## config.mk

```make
export PLATFORM = sky130hd
export DESIGN_NAME = morra_player_driver
export DESIGN_NICKNAME = d
export VERILOG_FILES = /design/src/rtl/morra_player_driver.sv
export SDC_FILE = /design/constraint.sdc
export NUM_CORES = 1
export LEC_CHECK = 0
export CAP_MARGIN = 20
export CELL_PAD_IN_SITES_DETAIL_PLACEMENT = 0
export CELL_PAD_IN_SITES_GLOBAL_PLACEMENT = 1
export CORE_AREA = 2 2 88 90
export DETAILED_ROUTE_END_ITERATION = 10
export DIE_AREA = 0 0 90 92
export PLACE_DENSITY_LB_ADDON = 0.08
export SLEW_MARGIN = 20
export SYNTH_ARGS = -nofsm -noshare
export SYNTH_HDL_FRONTEND = slang
export SYNTH_SLANG_ARGS = --single-unit
```

## constraint.sdc

```tcl
create_clock -name clk -period 2.3 [get_ports clk]
set_input_delay 0.23 -clock clk [delete_from_list [all_inputs] [get_ports clk]]
set_output_delay 0.23 -clock clk [all_outputs]
set_load 0.05 [all_outputs]
```

## src/rtl/morra_player_driver.sv

```systemverilog
// Morra player driver: runs one match against an external referee, generating both
// players' moves from an LFSR and keeping round tallies until the referee calls a result.
module morra_player_driver #(
  parameter int unsigned MAX_ROUNDS = 20
) (
  input  logic       clk,
  input  logic       RST,
  input  logic       GO,
  input  logic [3:0] LEN,
  input  logic [7:0] SEED,
  input  logic [1:0] ROUND,
  input  logic [1:0] GAME,
  output logic [1:0] P1,
  output logic [1:0] P2,
  output logic       START,
  output logic       BUSY,
  output logic       DONE,
  output logic [1:0] WINNER,
  output logic [4:0] WINS1,
  output logic [4:0] WINS2,
  output logic [4:0] TIES,
  output logic       ERR
);

  localparam int unsigned CntW     = $clog2(MAX_ROUNDS + 1);
  localparam logic [7:0]  LfsrInit = 8'hA5;

  typedef enum logic [2:0] {StIdle, StLoad, StPlay, StWait, StDone} state_e;

  state_e          state_q, state_d;
  logic [7:0]      lfsr_q, lfsr_d, seed_q, seed_d, load_val;
  logic [CntW-1:0] rnd_q, rnd_d, rnd_inc;
  logic [1:0]      pw_q, pw_d, pm_q, pm_d, last1_q, last1_d, last2_q, last2_d;
  logic [1:0]      p1_q, p1_d, p2_q, p2_d, winner_q, winner_d;
  logic            start_q, start_d, busy_q, busy_d, done_q, done_d, err_q, err_d;
  logic [4:0]      wins1_q, wins1_d, wins2_q, wins2_d, ties_q, ties_d;

  // Map raw 00 to rock, then step away from the move that just won for this player.
  function automatic logic [1:0] pick(input logic [1:0] raw, input logic won,
                                      input logic [1:0] win_move);
    logic [1:0] m;
    m = (raw == 2'b00) ? 2'b01 : raw;
    if (won && (m == win_move)) m = (m == 2'b11) ? 2'b01 : m + 2'b01;
    return m;
  endfunction

  function automatic logic [7:0] lfsr_step(input logic [7:0] v);
    return {v[6:0], v[7] ^ v[5] ^ v[4] ^ v[3]};
  endfunction

  function automatic logic [4:0] sat_inc(input logic [4:0] v);
    return (v == 5'd31) ? v : v + 5'd1;
  endfunction

  always_comb begin
    state_d  = state_q;
    lfsr_d   = lfsr_q;
    seed_d   = seed_q;
    rnd_d    = rnd_q;
    pw_d     = pw_q;
    pm_d     = pm_q;
    last1_d  = last1_q;
    last2_d  = last2_q;
    winner_d = winner_q;
    err_d    = err_q;
    wins1_d  = wins1_q;
    wins2_d  = wins2_q;
    ties_d   = ties_q;
    p1_d     = 2'b00;
    p2_d     = 2'b00;
    start_d  = 1'b0;
    rnd_inc  = rnd_q + CntW'(1);
    load_val = (seed_q == 8'h00) ? LfsrInit : seed_q;

    unique case (state_q)
      StIdle, StDone: begin
        if (GO) begin
          state_d  = StLoad;
          seed_d   = SEED;
          rnd_d    = '0;
          pw_d     = 2'b00;
          pm_d     = 2'b00;
          winner_d = 2'b00;
          err_d    = 1'b0;
          wins1_d  = 5'd0;
          wins2_d  = 5'd0;
          ties_d   = 5'd0;
          start_d  = 1'b1;
          p1_d     = LEN[3:2];
          p2_d     = LEN[1:0];
        end
      end
      StLoad: begin
        state_d = StPlay;
        lfsr_d  = load_val;
        p1_d    = pick(load_val[1:0], pw_q == 2'b01, pm_q);
        p2_d    = pick(load_val[3:2], pw_q == 2'b10, pm_q);
      end
      StPlay: begin
        state_d = StWait;
        lfsr_d  = lfsr_step(lfsr_q);
        last1_d = p1_q;
        last2_d = p2_q;
      end
      StWait: begin
        rnd_d = rnd_inc;
        unique case (ROUND)
          2'b01: begin
            wins1_d = sat_inc(wins1_q);
            pw_d    = 2'b01;
            pm_d    = last1_q;
          end
          2'b10: begin
            wins2_d = sat_inc(wins2_q);
            pw_d    = 2'b10;
            pm_d    = last2_q;
          end
          2'b11: begin
            ties_d = sat_inc(ties_q);
            pw_d   = 2'b00;
          end
          default: err_d = 1'b1;
        endcase
        if (GAME != 2'b00) begin
          state_d  = StDone;
          winner_d = GAME;
        end else if (rnd_inc == CntW'(MAX_ROUNDS)) begin
          state_d  = StDone;
          winner_d = 2'b00;
          err_d    = 1'b1;
        end else begin
          // Moves for the next PLAY use the record as updated by this round.
          state_d = StPlay;
          p1_d    = pick(lfsr_q[1:0], pw_d == 2'b01, pm_d);
          p2_d    = pick(lfsr_q[3:2], pw_d == 2'b10, pm_d);
        end
      end
      default: state_d = StIdle;
    endcase

    busy_d = (state_d == StLoad) || (state_d == StPlay) || (state_d == StWait);
    done_d = (state_d == StDone);
  end

  always_ff @(posedge clk) begin
    if (RST) begin
      state_q  <= StIdle;
      lfsr_q   <= LfsrInit;
      seed_q   <= 8'h00;
      rnd_q    <= '0;
      pw_q     <= 2'b00;
      pm_q     <= 2'b00;
      last1_q  <= 2'b00;
      last2_q  <= 2'b00;
      p1_q     <= 2'b00;
      p2_q     <= 2'b00;
      winner_q <= 2'b00;
      start_q  <= 1'b0;
      busy_q   <= 1'b0;
      done_q   <= 1'b0;
      err_q    <= 1'b0;
      wins1_q  <= 5'd0;
      wins2_q  <= 5'd0;
      ties_q   <= 5'd0;
    end else begin
      state_q  <= state_d;
      lfsr_q   <= lfsr_d;
      seed_q   <= seed_d;
      rnd_q    <= rnd_d;
      pw_q     <= pw_d;
      pm_q     <= pm_d;
      last1_q  <= last1_d;
      last2_q  <= last2_d;
      p1_q     <= p1_d;
      p2_q     <= p2_d;
      winner_q <= winner_d;
      start_q  <= start_d;
      busy_q   <= busy_d;
      done_q   <= done_d;
      err_q    <= err_d;
      wins1_q  <= wins1_d;
      wins2_q  <= wins2_d;
      ties_q   <= ties_d;
    end
  end

  assign P1     = p1_q;
  assign P2     = p2_q;
  assign START  = start_q;
  assign BUSY   = busy_q;
  assign DONE   = done_q;
  assign WINNER = winner_q;
  assign WINS1  = wins1_q;
  assign WINS2  = wins2_q;
  assign TIES   = ties_q;
  assign ERR    = err_q;

endmodule

```

# Word-level counts from Yosys, hierarchy flattened

Index checks and enable logic that the tools add are counted.

Register bits after elaboration: 57
Bits of input ports: 19
Output and inout port bits: 25
Word-level logic and storage cells: 142

Add/subtract/negate cells: 8
Eq/ne operators: 35
Muxes and demuxes: 53
Bitwise gates (word level): 4
Reductions and logical operators: 24

Operators with widths:

| kind                | count |
|---|---|
| $mux 2              | 23 |
| $pmux 5 s2          | 4 |
| $mux 5              | 7 |
| $add 5x1->5 const B | 4 |
| $eq 5x5->1 const B  | 4 |
| $pmux 2 s3          | 3 |
| $eq 2x2->1 const B  | 8 |
| $pmux 2 s2          | 4 |
| $pmux 8 s2          | 1 |
| $eq 3x2->1 const B  | 4 |
| $pmux 3 s4          | 1 |
| $reduce_and 4->1    | 3 |
| $mux 3              | 3 |
| $add 2x1->2 const B | 4 |
| $eq 2x2->1          | 4 |
| $logic_not 2->1     | 4 |
| $logic_not 8->1     | 1 |
| $mux 8              | 1 |
| $ne 2x2->1 const B  | 4 |
| $eq 2x1->1 const B  | 3 |
| $eq 3x1->1 const B  | 2 |
| $eq 3x3->1 const B  | 2 |
| $ne 2x1->1 const B  | 3 |
| $reduce_bool 2->1   | 3 |
| 12 further kinds    | 24 |

# Logic depth before layout (Yosys ltp)

Gate-level depths: netlist (run 1).

Word-level depth: 9
Mapped depth: 7
Mapped depth without buffers: 6

# Worst setup path before layout (run 1)

No wires, ideal clock.

Path type: register to register
Start: register wins2_q[0], in the netlist WINS2[0]
End: register wins2_q[0], in the netlist WINS2[0]
Library setup time: 0.065 ns
Arrival: 1.937 ns
Data required time: 2.235 ns
Path slack: 0.298 ns
Stages on the path, launching flop included: 7
Path buffers: 0
Period minus slack after synthesis: 2.002 ns
Path through: dfxtp_1 ha_1 and3_1 ha_1 nor3_1 mux2_2 nor2_1

Longest elaborated chain between the ends: 4
Elaborated cells between the ends (all ways): 7
Those cells by class: 1 x add/sub; 2 x eq/ne; 3 x mux; 1 x reduce/logical

RTL lines:

| what                     | line | text |
|---|---|---|
| start: declaration       | 36   | `logic [4:0] wins1_q, wins1_d, wins2_q, wins2_d, ties_q, ties_d;` |
| start signal: assignment | 182  | `wins2_q <= wins2_d;` |
| $add 5x1->5              | 52   | `return (v == 5'd31) ? v : v + 5'd1;` |
| $mux 5                   | 52   |  |
| $mux 5                   | 107  | `unique case (ROUND)` |
| $pmux 5 s2               | 75   | `unique case (state_q)` |

Several ways; a longest one is shown, not always the timed one. The select of a mux whose other input is x is not followed.
A chain may end at the register's enable or synchronous reset.

# Final worst setup path (run 1)

Start: input ROUND[1]
End: register p2_q[0], in the netlist P2[0]

Longest elaborated chain between the ends: 9
Elaborated cells between the ends (all ways): 14
Those cells by class: 5 x eq/ne; 8 x mux; 1 x reduce/logical

RTL lines:

| what                                     | line    | text |
|---|---|---|
| start: declaration                       | 11      | `input logic [1:0] ROUND,` |
| $eq 2x2->1 or $eq 2x1->1 (tied branches) | 107     |  |
| $pmux 2 s3 or $pmux 2 s2 (tied branches) | 107     |  |
| $mux 2                                   | 75      |  |
| $eq 2x2->1 (on tied branches)            | 135, 43 |  |
| $logic_and 1x1->1 (*)                    | 43      | `if (won && (m == win_move)) m = (m == 2'b11) ? 2'b01 : m + 2'b01;` |
| $mux 2 (*)                               | 43      |  |
| $mux 2 (*)                               | 127     | `end else if (rnd_inc == CntW'(MAX_ROUNDS)) begin` |
| $mux 2 (*)                               | 124     | `if (GAME != 2'b00) begin` |
| $pmux 2 s3 (*)                           | 75      |  |
| end signal: assignment                   | 175     | `p2_q <= p2_d;` |
| end: declaration                         | 34      | `logic [1:0] p1_q, p1_d, p2_q, p2_d, winner_q, winner_d;` |

Every way passes the cells marked *; elsewhere a longest branch is shown, timed or not. The select of a mux whose other input is x is not followed.

==> impl_metrics.tcl, run 1 <==
set metrics [dict create \
    cp.required_ns 2.54 \
    tns_ns 0 \
    fin_crit_sh 0.827 \
    worstPathArrival_ns 2.14 \
    dieHeight_um 92 \
    cp_max_fo 8 \
    clk_pin_slew_ns 0.07 \
    routed_wl_mm 7.33 \
    critPathLaunchType "primary input" \
    placed_cells 477 \
    clk_path_buf_depth 2 \
    finalHoldViolations 0 \
    ys.warnings.count 0 \
    cts_setup_buffers 0 \
    p_comb_frac 0.161 \
    syn_nets 372 \
    critPathKind "in2reg" \
    wl_met2_mm 3.43 \
    power.total_mw 2.47 \
    wl_per_cell_um 14.9 \
    wl_met3_um 328 \
    fin_area_mm2 0.00368 \
    netlist-cell-type-count 60 \
    gp_congestion 0.964 \
    drc_errors 0 \
    ios 44 \
    antenna_left 0 \
    cts_tree "built" \
    seq_power_share 0.441 \
    worstHoldPathType "in2reg" \
    synth_area_per_cell_um2 8.64 \
    final_max_slew_viol_count 0 \
    fp-row-count 32 \
    ys_ff_latch 57 \
    cts.sinks 57 \
    vias_per_cell 5.28 \
    layout_commonest_cell "dfxtp_1" \
    worstSkewPairLatency_ns 0.34 \
    cts_root_buf "clkbuf_8" \
    port-buffer-count 43 \
    power_per_cell_area_mw_per_mm2 670 \
    track_usage 0.186 \
    place_ws_ns 0.0599 \
    ir_worst_vdd_uv 386 \
    dieArea_mm2 0.00828 \
    worstRegToRegCells 4 \
    fin_skew_ns 0.0100 \
    grt_pass1_vias 2485 \
    fin_hold_ws_ns 0.381 \
    finalCriticalPeriod_ns 1.90 \
    switching_share 0.276 \
    finalWorstSetupSlack_ns 0.399 \
    via_count 2604 \
    finalSetupViolCount 0 \
    max-cap-violations 0 \
    cts_resized 0 \
    area_delta_synth_final_pct 24.9 \
    h-tree-depth 3 \
    grt_max_degree 31 \
    fmax_ghz 0.526 \
    hold_buffers 0 \
    whs_path_depth 2 \
    async_flop_share 0 \
    met1_length_mm 3.44 \
    end_kind "flop" \
    p_int_mw 1.79 \
    place_area_mm2 0.00347 \
    numCtsBuffers 9 \
    rsz0062_at_grt "false" \
    die_w_um 90 \
    drive_gt1_frac 0.118 \
    initial_core_util 0.396 \
    topRoutingLayerUsed "met4" \
    first_iter_violations 109 \
    cellLeakagePower_nw 1.37 \
    antenna_found_initial 0 \
    gr-total-overflow 0 \
    synth_edf_count 0 \
    status "finished clean" \
    ff2ff_setup_slack_ns 0.45 \
    dp_hpwl_mm 5.23 \
    grt_pass1_wl_mm 12.2 \
    layout_common_cells "dfxtp_1 (57), nand2_1 (45), clkdlybuf4s50_1 (42)" \
    tightest_slew_ns 0.623 \
    drt-pass1-iter-count 4 \
    slew_headroom 0.585 \
    fin_nets 417 \
    antenna_cells 0 \
    ys_seq_area_frac 0.387 \
    p_switching_uw 682 \
    netlist_instances 341 \
    fin_cells 493 \
    coreArea_mm2 0.00745 \
    clockPowerShare 0.398 \
    synth-main-ff-cell "dfxtp_1" \
    fin_util 0.494 \
    netlist_area_mm2 0.00295 \
]
cells by family after synthesis:
family | count (synthesis) | share of synthesized area
AOI/OAI and AO/OA | 83 | 0.186
xor gates and xnor gates | 9 | 0.0267
adders and majority gates | 12 | 0.0509
buffers and inverters | 33 | 0.0552
DFF | 57 | 0.387
muxes | 8 | 0.0301
and+or+nand+nor | 139 | 0.264
area by class of cell:
cell class	instances	area (um2)
fillers	738	3770
multi-input cells	251	1640
flip-flops and latches	57	1140
repair buffers	55	515
clock buffers	14	173
well taps	102	128
inverters	12	45.0
clock inverters	2	35.0
state kept, by name, indices dropped and copies added, names as in the netlist:
name / cells
lfsr_q: 8
seed_q: 8
TIES: 5
WINS1: 5
WINS2: 5
rnd_q: 5
state_q: 3
P1: 2
P2: 2
WINNER: 2
last1_q: 2
last2_q: 2
pm_q: 2
pw_q: 2
BUSY: 1
DONE: 1
ERR: 1
START: 1
worst max-delay path, stage by stage:
cell             delay [ns]
clkdlybuf4s50_1        0.47
inv_1                  0.13
ha_1                   0.34
a22oi_2                0.15
a2111oi_1              0.45
nor3_1                 0.10
o32ai_1                0.28
per-layer routing:
metal  vias to the layer above  GRT usage
li1                       1321          -
met1                      1216      0.235
met2                        56      0.305
met3                        11     0.0444
met4                         0     0.0821
met5                         -          0
final timing paths:
| kind | start | end |
|---|---|---|
| hold / removal | RST | WINS2[0] |
| setup reg to reg | state_q[1] | P2[0] |
| setup / recovery | ROUND[1] | P2[0] |
| hold reg to reg | P1[1] | last1_q[1] |
synth_stat cells (4+ instances only):
library cell	instances	share of area
dfxtp_1	57	0.39
nand2_1	45	0.057
a21oi_1	33	0.056
nor2_1	32	0.041
ha_1	12	0.051
inv_1	12	0.015
o21ai_0	10	0.017
a22oi_1	9	0.023
buf_2	9	0.015
xnor2_1	8	0.024
clkbuf_1	7	0.0089
mux2_2	7	0.027
nand3b_1	7	0.018
nor3_1	7	0.012
nand3_1	6	0.010
nor4_1	5	0.011
nand4_1	4	0.0085
nor2b_1	4	0.0085
power groups by stage:
stage                     Clock (mW)  Combinational (mW)  Sequential [mW]
after floorplan                    0               0.240             1.13
final                          0.983               0.397             1.09
after CTS                       1.01               0.399             1.09
after global placement             0               0.395             1.11
after detailed placement           0               0.397             1.11
after global routing            1.06               0.438             1.10
Note: power is estimated with default switching activity, not from simulation.
==> run 2: changes to the inputs <==
--- a/config.mk
+++ b/config.mk
@@ -8,9 +8,9 @@
 export CAP_MARGIN = 20
 export CELL_PAD_IN_SITES_DETAIL_PLACEMENT = 0
 export CELL_PAD_IN_SITES_GLOBAL_PLACEMENT = 1
-export CORE_AREA = 2 2 88 90
+export CORE_AREA = 2 2 93 95
 export DETAILED_ROUTE_END_ITERATION = 10
-export DIE_AREA = 0 0 90 92
+export DIE_AREA = 0 0 95 97
 export PLACE_DENSITY_LB_ADDON = 0.08
 export SLEW_MARGIN = 20
 export SYNTH_ARGS = -nofsm -noshare
==> constraint.sdc (replaced) <==
create_clock -name clk -period 1.6 [get_ports clk]
set_input_delay 0.16 -clock clk [delete_from_list [all_inputs] [get_ports clk]]
set_output_delay 0.16 -clock clk [all_outputs]
set_load 0.05 [all_outputs]
==> run 2 against run 1 <==
  * Worst setup slack worse by 0.37 ns
  * Via count is 7.4% higher
  * Sequential power is 43% higher
  * Register-to-register slack worse by 0.42 ns
  * Clock-buffer cell count stayed put
  * First-iteration DRC count is 19% lower
  * Global-route usage is 0.37 points lower
  * Sequential share of layout area is 3.6 points lower
  * Critical path depth is 1 lower
  * Clock skew hardly changed
  * Wire length is 8.8% higher
==> impl_metrics.tcl, run 2 (synthesis gave the netlist of run 1 again) <==
set metrics [dict create \
    status "finished clean" \
    fin_skew_ns 0.0105 \
    cpPeakStageDelay_ns 0.36 \
    finalHoldViolations 0 \
    vias_per_cell 5.19 \
    numCtsBuffers 9 \
    layout_common_cells "buf_4 (76), dfxtp_1 (46), nand2_1 (45)" \
    worstHoldPathType "in2reg" \
    top_regs "lfsr_q: 8 flops, seed_q: 8 flops" \
    rsz0062_at_grt "true" \
    cts.sinks 57 \
    path_cells "ha_4 > and3_4 > ha_4 > nor3_4 > mux2_4 > nor2_2" \
    critPathLaunchType "flop" \
    cp_max_fo 3 \
    cts_root_buf "clkbuf_8" \
    dieArea_mm2 0.00922 \
    whs_path_depth 4 \
    grt_pass1_vias 2788 \
    finalCriticalPeriod_ns 1.57 \
    cp.required_ns 1.87 \
    rr_startpoint "WINS1[0]" \
    antenna_cells 0 \
    dp_hpwl_mm 5.72 \
    crit_buf_inv 0 \
    end_kind "flop" \
    grt_max_degree 51 \
    area_delta_synth_final_pct 45.2 \
    die_w_um 95 \
    power.total_mw 3.69 \
    fin_area_mm2 0.00428 \
    slew_headroom 0.718 \
    critPathKind "reg2reg" \
    antenna_found_initial 0 \
    first_iter_violations 88 \
    fmax_ghz 0.637 \
    drc_errors 0 \
    hold_start "RST" \
    grt_pass1_wl_mm 13.3 \
    layout_commonest_cell "buf_4" \
    max-cap-violations 0 \
    antenna_left 0 \
    dieHeight_um 97 \
    via_count 2797 \
    gp_congestion 0.770 \
    worstPathArrival_ns 1.84 \
    drive_gt1_frac 0.362 \
    ios 44 \
    final_max_slew_viol_count 0 \
    clk_path_buf_depth 2 \
    cpMostUsedCell "ha_4" \
    routed_wl_mm 7.98 \
    nFillCells 761 \
    fin_crit_sh 0.980 \
    wl_per_cell_um 14.8 \
    power_per_cell_area_mw_per_mm2 863 \
    gr-total-overflow 0 \
    min_to "P1[0]" \
    fin_nets 460 \
    clk_pin_slew_ns 0.07 \
    cp_top_family "simple AND/OR/NAND/NOR gates" \
    finalSetupViolCount 0 \
    track_usage 0.183 \
    slowest_stage "dfxtp_4" \
    worstSkewPairLatency_ns 0.34 \
    worstRegToRegCells 6 \
    drt-pass1-iter-count 4 \
    h-tree-depth 3 \
    fin_hold_ws_ns 0.261 \
    port-buffer-count 43 \
    coreArea_mm2 0.00813 \
    ff2ff_setup_slack_ns 0.03 \
    r2r_end "WINS1[0]" \
    cts_tree "built" \
    ir_worst_vdd_uv 429 \
    tightest_slew_ns 0.422 \
    cellLeakagePower_nw 1.67 \
    fp-row-count 33 \
    initial_core_util 0.362 \
    place_area_mm2 0.00384 \
]
-- run 2: worst max-delay path by stage --
stage	slack, ns	end	from	cells past startpoint
after floorplan	-0.01	WINS2[0]	WINS2[0]	6
final	0.03	WINS1[0]	WINS1[0]	6
after CTS	0.003	TIES[0]	TIES[1]	6
after global routing	-0.03	WINS1[0]	WINS1[0]	6
after detailed placement	-0.65	P2[0]	ROUND[0]	7
after global placement	-0.53	P2[0]	ROUND[0]	7
-- run 2: power by group --
part	switching, mW	internal (mW)	total (mW)
clock	0.594	0.857	1.45
sequential	0.0722	1.48	1.56
combinational	0.376	0.313	0.689
-- run 2: final cells by class --
class,instances,area (um2),share of cell area
clock buffer,14,174,0.0406
clock inverter,2,35.0,0.00818
sequential,57,1170,0.274
timing repair buffer,98,815,0.190
inverter,12,45.0,0.0105
tap,105,131,0.0307
multi-input combinational,251,1910,0.446
-- run 2: repair_timing --
item,4_1_cts,5_1_grt
setup endpoints to repair,13,19
setup buffers,1,3
pin swaps,4,12
gates resized for setup,19,29
hold buffers,0,0
-- run 2: metrics by stage --
stage	worst slack (ns)	utilization	TNS, ns	cells
2_1_floorplan	-0.0141	-	-0.0230	341
3_3_place_gp	-0.535	0.472	-6.83	519
3_5_place_dp	-0.647	0.472	-7.74	519
4_1_cts	0.00273	0.508	0	536
5_1_grt	-0.0285	0.526	-0.0664	539
6_report	0.0312	0.526	0	539
-- run 2: tightest hold or removal path: stages --
cell and delay (ns):
buf_2 0.14, nor4_4 0.08, o21ai_1 0.08, o32ai_1 0.08
-- run 2: metal layers --
layer / global-route usage / up-vias / part of all wire / wire [um]
li1: - / 1410 / - / -
met3: 0.0312 / 10 / 0.030 / 238
met2: 0.294 / 55 / 0.47 / 3750
met5: 0 / - / 0 / 0
met1: 0.243 / 1322 / 0.48 / 3870
met4: 0.0680 / 0 / 0.015 / 120
